===== src/rtl/mem_pkg.sv =====
// Shared types and constants for the memory-stage port controller.
// Store-buffer entries hold a word index plus the 32-bit store data.
package mem_pkg;

   localparam int IDX_W    = 8;
   localparam int SB_DEPTH = 2;

   typedef enum logic [1:0] {
      OP_ALU   = 2'd0,
      OP_LOAD  = 2'd1,
      OP_STORE = 2'd2
   } op_e;

   typedef struct packed {
      logic [IDX_W-1:0] idx;
      logic [31:0]      data;
   } sb_entry_t;

endpackage


===== src/rtl/dmem_port_ctrl_store_buffer.sv =====
// Circular store buffer with a parallel youngest-match lookup.
// Entries are pushed at the tail and drained from the head.
module store_buffer
   import mem_pkg::*;
#(
   parameter int DEPTH = SB_DEPTH
) (
   input  logic             clk,
   input  logic             rst,
   input  logic             push,
   input  sb_entry_t        push_entry,
   input  logic             pop,
   output logic             full,
   output logic             empty,
   output sb_entry_t        head,
   input  logic [IDX_W-1:0] lookup_idx,
   output logic             hit,
   output logic [31:0]      hit_data
);

   localparam int PTR_W = (DEPTH > 1) ? $clog2(DEPTH) : 1;
   localparam int CNT_W = $clog2(DEPTH + 1);

   logic [PTR_W-1:0] head_q, head_d;
   logic [PTR_W-1:0] tail_q, tail_d;
   logic [CNT_W-1:0] count_q, count_d;
   logic             push_ok;
   logic             pop_ok;
   sb_entry_t        ent_q [DEPTH];

   function automatic logic [PTR_W-1:0] ptr_inc(input logic [PTR_W-1:0] p);
      return (p == PTR_W'(DEPTH - 1)) ? '0 : p + 1'b1;
   endfunction

   assign full    = (count_q == CNT_W'(DEPTH));
   assign empty   = (count_q == '0);
   assign push_ok = push && !full;
   assign pop_ok  = pop && !empty;
   assign head    = ent_q[head_q];

   // Pointer and occupancy update; push and pop may coincide.
   always_comb begin
      head_d  = pop_ok ? ptr_inc(head_q) : head_q;
      tail_d  = push_ok ? ptr_inc(tail_q) : tail_q;
      count_d = count_q;
      if (push_ok && !pop_ok) begin
         count_d = count_q + 1'b1;
      end else if (!push_ok && pop_ok) begin
         count_d = count_q - 1'b1;
      end
   end

   // Walk oldest to youngest so the youngest match wins.
   always_comb begin
      logic [PTR_W-1:0] p;
      hit      = 1'b0;
      hit_data = '0;
      p        = head_q;
      for (int i = 0; i < DEPTH; i++) begin
         if ((i < int'(count_q)) && (ent_q[p].idx == lookup_idx)) begin
            hit      = 1'b1;
            hit_data = ent_q[p].data;
         end
         p = ptr_inc(p);
      end
   end

   // Pointer registers; reset discards any buffered stores.
   always_ff @(posedge clk or posedge rst) begin
      if (rst) begin
         head_q  <= '0;
         tail_q  <= '0;
         count_q <= '0;
      end else begin
         head_q  <= head_d;
         tail_q  <= tail_d;
         count_q <= count_d;
      end
   end

   // Entry storage needs no reset; occupancy gates every read.
   always_ff @(posedge clk) begin
      if (push_ok) begin
         ent_q[tail_q] <= push_entry;
      end
   end

endmodule


===== src/rtl/dmem_port_ctrl.sv =====
// Memory-stage controller: alignment/range checks, store buffering
// with load forwarding, drain arbitration and the MEM/WB register.
module dmem_port_ctrl
   import mem_pkg::*;
#(
   parameter int DEPTH_WORDS = 256,
   parameter int SB_DEPTH    = mem_pkg::SB_DEPTH
) (
   input  logic        clk,
   input  logic        rst,
   input  logic        in_valid,
   output logic        in_ready,
   input  logic        in_load,
   input  logic        in_store,
   input  logic [31:0] in_addr,
   input  logic [31:0] in_wdata,
   input  logic [4:0]  in_rd,
   input  logic        in_regwrite,
   input  logic        flush,
   output logic        out_valid,
   output logic        out_regwrite,
   output logic [4:0]  out_rd,
   output logic [31:0] out_data,
   output logic        out_exc,
   output logic [31:0] dmem_readaddr,
   output logic [31:0] dmem_waddr,
   output logic        dmem_wen,
   output logic [31:0] dmem_wdata,
   input  logic [31:0] dmem_rdata
);

   localparam int WIDX = $clog2(DEPTH_WORDS);

   op_e             op;
   logic [WIDX-1:0] idx;
   logic            is_mem;
   logic            misaligned;
   logic            out_of_range;
   logic            exc;
   logic            accept;
   logic            ld_acc;
   logic            st_push;
   logic            drain;

   logic            sb_full;
   logic            sb_empty;
   logic            sb_hit;
   logic [31:0]     sb_hit_data;
   sb_entry_t       sb_head;
   sb_entry_t       sb_new;

   logic            out_valid_q, out_valid_d;
   logic            out_regwrite_q, out_regwrite_d;
   logic [4:0]      out_rd_q, out_rd_d;
   logic [31:0]     out_data_q, out_data_d;
   logic            out_exc_q, out_exc_d;

   // Operation decode; loads take priority if both flags are set.
   always_comb begin
      unique case (1'b1)
         in_load:  op = OP_LOAD;
         in_store: op = OP_STORE;
         default:  op = OP_ALU;
      endcase
   end

   assign idx          = in_addr[WIDX+1:2];
   assign is_mem       = (op != OP_ALU);
   assign misaligned   = (in_addr[1:0] != 2'b00);
   assign out_of_range = (in_addr[31:WIDX+2] != '0);
   assign exc          = is_mem && (misaligned || out_of_range);

   assign in_ready = !(in_store && sb_full);
   assign accept   = in_valid && in_ready && !flush;
   assign ld_acc   = accept && (op == OP_LOAD) && !exc;
   assign st_push  = accept && (op == OP_STORE) && !exc;

   // Memory has one port per cycle: an accepted load blocks the drain.
   assign drain = !sb_empty && !ld_acc;

   assign sb_new = '{idx: IDX_W'(idx), data: in_wdata};

   store_buffer #(
      .DEPTH (SB_DEPTH)
   ) u_sb (
      .clk        (clk),
      .rst        (rst),
      .push       (st_push),
      .push_entry (sb_new),
      .pop        (drain),
      .full       (sb_full),
      .empty      (sb_empty),
      .head       (sb_head),
      .lookup_idx (IDX_W'(idx)),
      .hit        (sb_hit),
      .hit_data   (sb_hit_data)
   );

   assign dmem_readaddr = ld_acc ? 32'(idx) : '0;
   assign dmem_wen      = drain;
   assign dmem_waddr    = drain ? 32'(sb_head.idx) : '0;
   assign dmem_wdata    = drain ? sb_head.data : '0;

   // MEM/WB next state; excepting ops return zero data, no writeback.
   always_comb begin
      out_valid_d    = accept;
      out_regwrite_d = 1'b0;
      out_rd_d       = '0;
      out_data_d     = '0;
      out_exc_d      = 1'b0;
      if (accept) begin
         out_rd_d       = in_rd;
         out_exc_d      = exc;
         out_regwrite_d = in_regwrite && !exc;
         if (!exc) begin
            unique case (op)
               OP_LOAD:  out_data_d = sb_hit ? sb_hit_data : dmem_rdata;
               OP_STORE: out_data_d = '0;
               default:  out_data_d = in_addr;
            endcase
         end
      end
   end

   // MEM/WB pipeline register.
   always_ff @(posedge clk or posedge rst) begin
      if (rst) begin
         out_valid_q    <= 1'b0;
         out_regwrite_q <= 1'b0;
         out_rd_q       <= '0;
         out_data_q     <= '0;
         out_exc_q      <= 1'b0;
      end else begin
         out_valid_q    <= out_valid_d;
         out_regwrite_q <= out_regwrite_d;
         out_rd_q       <= out_rd_d;
         out_data_q     <= out_data_d;
         out_exc_q      <= out_exc_d;
      end
   end

   assign out_valid    = out_valid_q;
   assign out_regwrite = out_regwrite_q;
   assign out_rd       = out_rd_q;
   assign out_data     = out_data_q;
   assign out_exc      = out_exc_q;

endmodule

===== config.mk =====
export PLATFORM = sky130hd
export DESIGN_NAME = dmem_port_ctrl
export DESIGN_NICKNAME = d
export VERILOG_FILES = /design/src/rtl/mem_pkg.sv /design/src/rtl/dmem_port_ctrl_store_buffer.sv /design/src/rtl/dmem_port_ctrl.sv
export SDC_FILE = /design/constraint.sdc
export NUM_CORES = 1
export LEC_CHECK = 0
export BUFFER_PORTS_ARGS = -buffer_cell sky130_fd_sc_hd__buf_2
export CAP_MARGIN = 20
export CORE_ASPECT_RATIO = 1.1
export CORE_UTILIZATION = 54
export DETAILED_ROUTE_END_ITERATION = 8
export PLACE_DENSITY = 0.91
export SLEW_MARGIN = 20
export SYNTH_ARGS = -nofsm -noshare
export SYNTH_HDL_FRONTEND = slang
export SYNTH_SLANG_ARGS = --single-unit

===== constraint.sdc =====
create_clock -name clk -period 9.5 [get_ports clk]
set_input_delay 0.475 -clock clk [delete_from_list [all_inputs] [get_ports clk]]
set_output_delay 0.475 -clock clk [all_outputs]
set_load 0.1 [all_outputs]

==> metrics.yaml, run 1 <==
cp_data_arrival_time_ps: 4320
fin_crit_sh_pct: 41.8
worstPathRequired_ps: 9850
synth_common_cells: "81 x mux2i_1, 80 x edfxtp_1, 69 x nor2_1"
yosysSeqAreaShare_pct: 52.8
drcViolationCount: 0
worstSetupPathType: "reg -> reg"
htree_num_levels: 4
syn_area_sq_um: 6630
critPathMaxFanout: 50
synthArstFlopShare_pct: 35.5
viasPerCell: 5.57
fillers: 898
fmax_mhz: 252
yosysMostFrequentCell: "mux2i_1"
cts-root-buf: "clkbuf_16"
synthToLayoutAreaGrowth_pct: 21.2
finalHoldViolCount: 0
grt_max_degree: 51
maxSlewViolCount: 0
grt_pass1_wl_mm: 26.2
rsz0062_at_grt: "false"
synth_top_area_cell: "edfxtp_1"
cap_violations: 0
clock_latency_ps: 410
outcome: "finished, final reports clean"
antenna_found_initial: 1
synth-seq-cells: 124
finalWeightedCongestion: 0.782
hold_slack_ps: 209
drt-initial-drc-count: 340
diodes: 0
overflow: 0
first_pass_iters: 5
ys_top_cells_by_area: "edfxtp_1 36%, dfrtp_1 17%, mux2i_1 12%"
grt_usage_pct: 27.8
port_buffers: 197
die_h_microns: 118
routed_wl_mm: 17.2
post_drt_wl_per_cell_microns: 18.8
initial_core_util_pct: 55.3
cts-buffers-inserted: 17
synth_top_area_share_pct: 36.2
cts_tree: "built"
io_pins: 246
routed-via-count: 5105
coreArea_sq_um: 12000
ys_types: 41
maxSlewHeadroom_pct: 29.0
leakage_nw: 3.87
dieArea_sq_um: 12700
clock_sinks: 124
synth-main-ff-cell: "edfxtp_1"
syn_inst: 564
endpoint_kind: "flop"
post_cts_buffers: 0
worst-slew-pin-transition_ps: 1070
postCtsHoldBufs: 0
grt_pass1_vias: 4982
clk_pin_slew_worst_paths_ps: 60
drive_gt1_share_pct: 34.7
synth_edf_count: 80
synth.avg_cell_area_sq_um: 11.8
dp_hpwl_mm: 11.7
ys_warn_count: 0
die_x_microns: 108
clockBufferDepth: 2
clock_skew_ps: 10.1
ant_nets: 0
cts-resized-gates: 0
setup_tns_ps: 0
hold_class: "in -> async"
start_kind: "flop"
powerDensity_nw_per_um2: 308
ir_drop_v: 0.000354
period_needed_ps: 3970
finalSetupViolations: 0
final_nets: 865
row_count: 42
## cell families (layout without fill, tap and decap cells)
group                      count (synthesis)  count (layout)  share of synthesized area, %
and+or+nand+nor                          121             121                          8.74
muxes                                     82              82                          12.4
AOI/OAI and AO/OA                         86              86                          11.2
adders and majority gates                  7               7                          1.32
buffers and inverters                    122             274                          10.7
DFF                                      124             124                          52.8
xor gates and xnor gates                  21              21                          2.77
other                                      1              48                        0.0566
## layout by cell type (no fill, tap or decap), drive strengths merged, types with 10 or more instances in the layout
| cell | n |
|---|---|
| edfxtp | 80 |
| o22ai | 25 |
| a211oi | 25 |
| nor2 | 69 |
| xnor2 | 19 |
| inv | 40 |
| clkbuf | 17 |
| nand2 | 11 |
| and3 | 10 |
| buf | 203 |
| o21a | 25 |
| mux2i | 81 |
| dfrtp | 44 |
| conb | 48 |
## final cells by class
cell class,count,area (sq um),area share (%)
sequential,124,3510,43.6
multi-input combinational,365,2610,32.5
timing repair buffer,203,1030,12.8
clock buffer,17,425,5.29
tap,154,193,2.40
inverter,39,148,1.84
clock inverter,15,125,1.56
## metal layers
metal  vias to the layer above  GRT usage, %  wire, microns
li1                       2274             -              -
met1                      2456          32.6           6380
met2                       324          47.8           8850
met3                        49          5.74           1400
met4                         2          13.9            585
met5                         -             0             10
## per-stage QoR
stage                     power, mW  setup WS, ps  instance area, sq um  utilization [%]  instances
after floorplan                1.73          5060                  6810                -        611
after global placement         1.87          5770                  7490             62.5        885
after detailed placement       1.88          5610                  7490             62.5        885
after CTS                      2.48          5540                  8040             67.1        917
after global routing           2.55          5140                  8040             67.1        917
final                          2.48          5530                  8040             67.1        917
## worst max-delay path, cell delays in order (launching register included)
cell and delay (ps):
dfrtp_4 770, buf_4 710, mux2i_1 340, xnor2_1 110, nor4_2 430, and3_2 910, nor2_1 140, a211oi_1 310
o21a_1 140
## state kept, by name (all words and copies together) (netlist names)
| register | flops |
|---|---|
| u_sb.tail_q | 1 |
| u_sb.count_q | 2 |
| out_regwrite | 1 |
| out_data | 32 |
| u_sb.ent_q | 80 |
| out_valid | 1 |
| out_rd | 5 |
| u_sb.head_q | 1 |
| out_exc | 1 |
## where the power goes
part,switching [mW],internal (mW),total [mW]
sequential,0.0427,0.595,0.637
clock,0.243,0.358,0.601
combinational,0.995,0.243,1.24
total,1.28,1.20,2.48
## path summary, 6_finish.rpt
kind	startpoint	end	slack, ps	cells past startpoint
max	u_sb.head_q	out_data[21]	5530	8
min	rst	out_rd[4]	210	2
max reg2reg	u_sb.head_q	out_data[21]	5530	8
min reg2reg	u_sb.count_q[0]	u_sb.count_q[0]	510	1
max in group asynchronous	rst	u_sb.head_q	8700	2
min in group clk	in_wdata[15]	u_sb.ent_q[1][15]	250	1
Note: power is estimated with default switching activity, not from simulation.
==> inputs of run 2 (changes only) <==
--- a/config.mk
+++ b/config.mk
@@ -8,9 +8,9 @@
 export BUFFER_PORTS_ARGS = -buffer_cell sky130_fd_sc_hd__buf_2
 export CAP_MARGIN = 20
 export CORE_ASPECT_RATIO = 1.1
-export CORE_UTILIZATION = 54
+export CORE_UTILIZATION = 50
 export DETAILED_ROUTE_END_ITERATION = 8
-export PLACE_DENSITY = 0.91
+export PLACE_DENSITY = 0.86
 export SLEW_MARGIN = 20
 export SYNTH_ARGS = -nofsm -noshare
 export SYNTH_HDL_FRONTEND = slang
==> constraint.sdc (replaced) <==
create_clock -name clk -period 4 [get_ports clk]
set_input_delay 0.2 -clock clk [delete_from_list [all_inputs] [get_ports clk]]
set_output_delay 0.2 -clock clk [all_outputs]
set_load 0.1 [all_outputs]
==> metrics.yaml, run 2 (synthesized netlist as in run 1, its figures left out) <==
powerDensity_nw_per_um2: 713
rsz0062_at_grt: "false"
synthToLayoutAreaGrowth_pct: 28.7
postCtsHoldBufs: 38
start_kind: "input pin"
leakage_nw: 4.08
drt-initial-drc-count: 314
fin_crit_sh_pct: 84.3
maxSlewViolCount: 0
period_needed_ps: 3370
row_count: 43
grt_pass1_vias: 5146
cap_violations: 0
post_drt_wl_per_cell_microns: 18.4
cts-resized-gates: 0
io_pins: 246
drive_gt1_share_pct: 33.6
violations: "DRC"
met2_length_mm: 8.65
worstPathRequired_ps: 3800
die_x_microns: 112
switching_share_pct: 50.3
cts-buffers-inserted: 17
layout_common_cells: "197 x buf_2, 81 x mux2i_1, 80 x edfxtp_1"
clock_skew_ps: 6.88
cts-root-buf: "clkbuf_16"
diodes: 0
seq_power_share_pct: 24.6
setup_tns_ps: 0
clk_pin_slew_worst_paths_ps: 50
hold_class: "in -> reg"
routed_wl_mm: 17.7
first_pass_iters: 9
cp_data_arrival_time_ps: 3170
worst-slew-pin-transition_ps: 896
antenna_found_initial: 0
slowest_stage: "dlygate4sd3_1"
cts_tree: "built"
worstSetupPathType: "in -> out"
wl_met3_mm: 1.37
fmax_mhz: 296
regToRegSetupSlack_ps: 970
placed_cell_area_sq_um: 7550
cpPeakStageDelay_ps: 540
finalWeightedCongestion: 0.808
port_buffers: 197
finalSetupViolations: 0
htree_num_levels: 4
routed-via-count: 5156
outcome: "complete, but fails checks"
maxSlewHeadroom_pct: 40.3
clock_latency_ps: 420
largest_reg_flops: 80
finalHoldViolCount: 0
pwr-share-comb_pct: 49.7
viasPerCell: 5.37
final_common_cell: "buf_2"
crit_chain: "dlygate4sd3_1 > buf_2 > nor4_1 > nand4_1 > o21bai_1 > and2_1 > a21o_2 > buf_4 > nor2_1 > buf_2"
grt_pass1_wl_mm: 26.8
crit_path_frequent_cell: "buf_2"
drcViolationCount: 21
r2r-end: "out_data[25]"
grt_usage_pct: 26.5
final_area_sq_um: 8530
final_nets: 907
r2r-start: "u_sb.head_q"
die_h_microns: 123
ant_nets: 0
rr_worst_depth: 8
grt_max_degree: 52
clock_sinks: 124
coreArea_sq_um: 12800
top_layer: "met4"
ir_drop_v: 0.000698
intPower_mw: 3.02
overflow: 0
post_cts_buffers: 0
power.share.clock_pct: 25.7
met1_length_mm: 7.13
regMostFlops: "u_sb.ent_q"
hold_end: "out_rd[1]"
initial_core_util_pct: 52.0
p_sw_mw: 3.06
dieArea_sq_um: 13700
holdCritStartpoint: "in_rd[1]"
dp_hpwl_mm: 12.1
endpoint_kind: "primary output"
clockBufferDepth: 2
critPathMaxFanout: 19
whs_path_depth: 2
==> run 2: changes by cell type in the layout (fill, tap and decap cells not counted), sizes merged <==
cell         change
clkinv           -3
clkbuf           +1
bufinv           +2
dlygate4sd3     +38
buf              +4
clkinvlp         -1
==> run 2: power by group through the flow <==
stage          Combinational [mW]  Clock, mW  Sequential, mW
6_report                     3.02       1.56            1.50
2_1_floorplan                2.56          0            1.54
4_1_cts                      3.01       1.58            1.50
3_5_place_dp                 2.97          0            1.52
3_3_place_gp                 2.95          0            1.52
5_1_grt                      3.13       1.63            1.50
==> run 2: how the worst max path moves through the flow <==
stage | cells past startpoint | endpoint | slack [ps] | start
after CTS | 10 | dmem_wdata[31] | 660 | in_addr[28]
final | 10 | dmem_wdata[31] | 630 | in_addr[28]
after detailed placement | 9 | u_sb.ent_q[1][22] | 970 | in_addr[0]
after floorplan | 10 | dmem_wdata[23] | 80 | u_sb.count_q[0]
after global routing | 10 | dmem_wdata[18] | 510 | in_addr[28]
after global placement | 9 | u_sb.ent_q[1][11] | 1020 | in_addr[0]
==> run 2: layout make-up <==
class / instances / area [sq um]
inverters: 39 / 146
repair buffers: 245 / 1470
multi-input cells: 365 / 2610
well taps: 157 / 196
flip-flops and latches: 124 / 3510
clock buffers: 18 / 439
clock inverters: 13 / 169
fillers: 948 / 4220
==> run 2: critical path: cells and delay by family <==
family / cells / cell delay (ps)
simple gates: 4 / 910
compound gates: 2 / 770
buf+inv: 4 / 1270
==> run 2: per-layer routing <==
layer,GRT usage [%],vias to the layer above
met3,6.22,43
met5,0,-
met4,13.8,0
met1,32.1,2460
li1,-,2367
met2,44.4,286
==> run 2: per-stage QoR <==
step | hold WS, ps | setup slack, ps | total power [mW] | std cells | util, %
6_report | 17.1 | 626 | 6.08 | 961 | 66.9
5_1_grt | 12.9 | 512 | 6.27 | 961 | 66.9
3_5_place_dp | 256 | 970 | 4.49 | 892 | 59.2
4_1_cts | 1.95 | 659 | 6.08 | 961 | 66.9
3_3_place_gp | 250 | 1020 | 4.47 | 892 | 59.2
2_1_floorplan | 299 | 76.7 | 4.10 | 611 | -
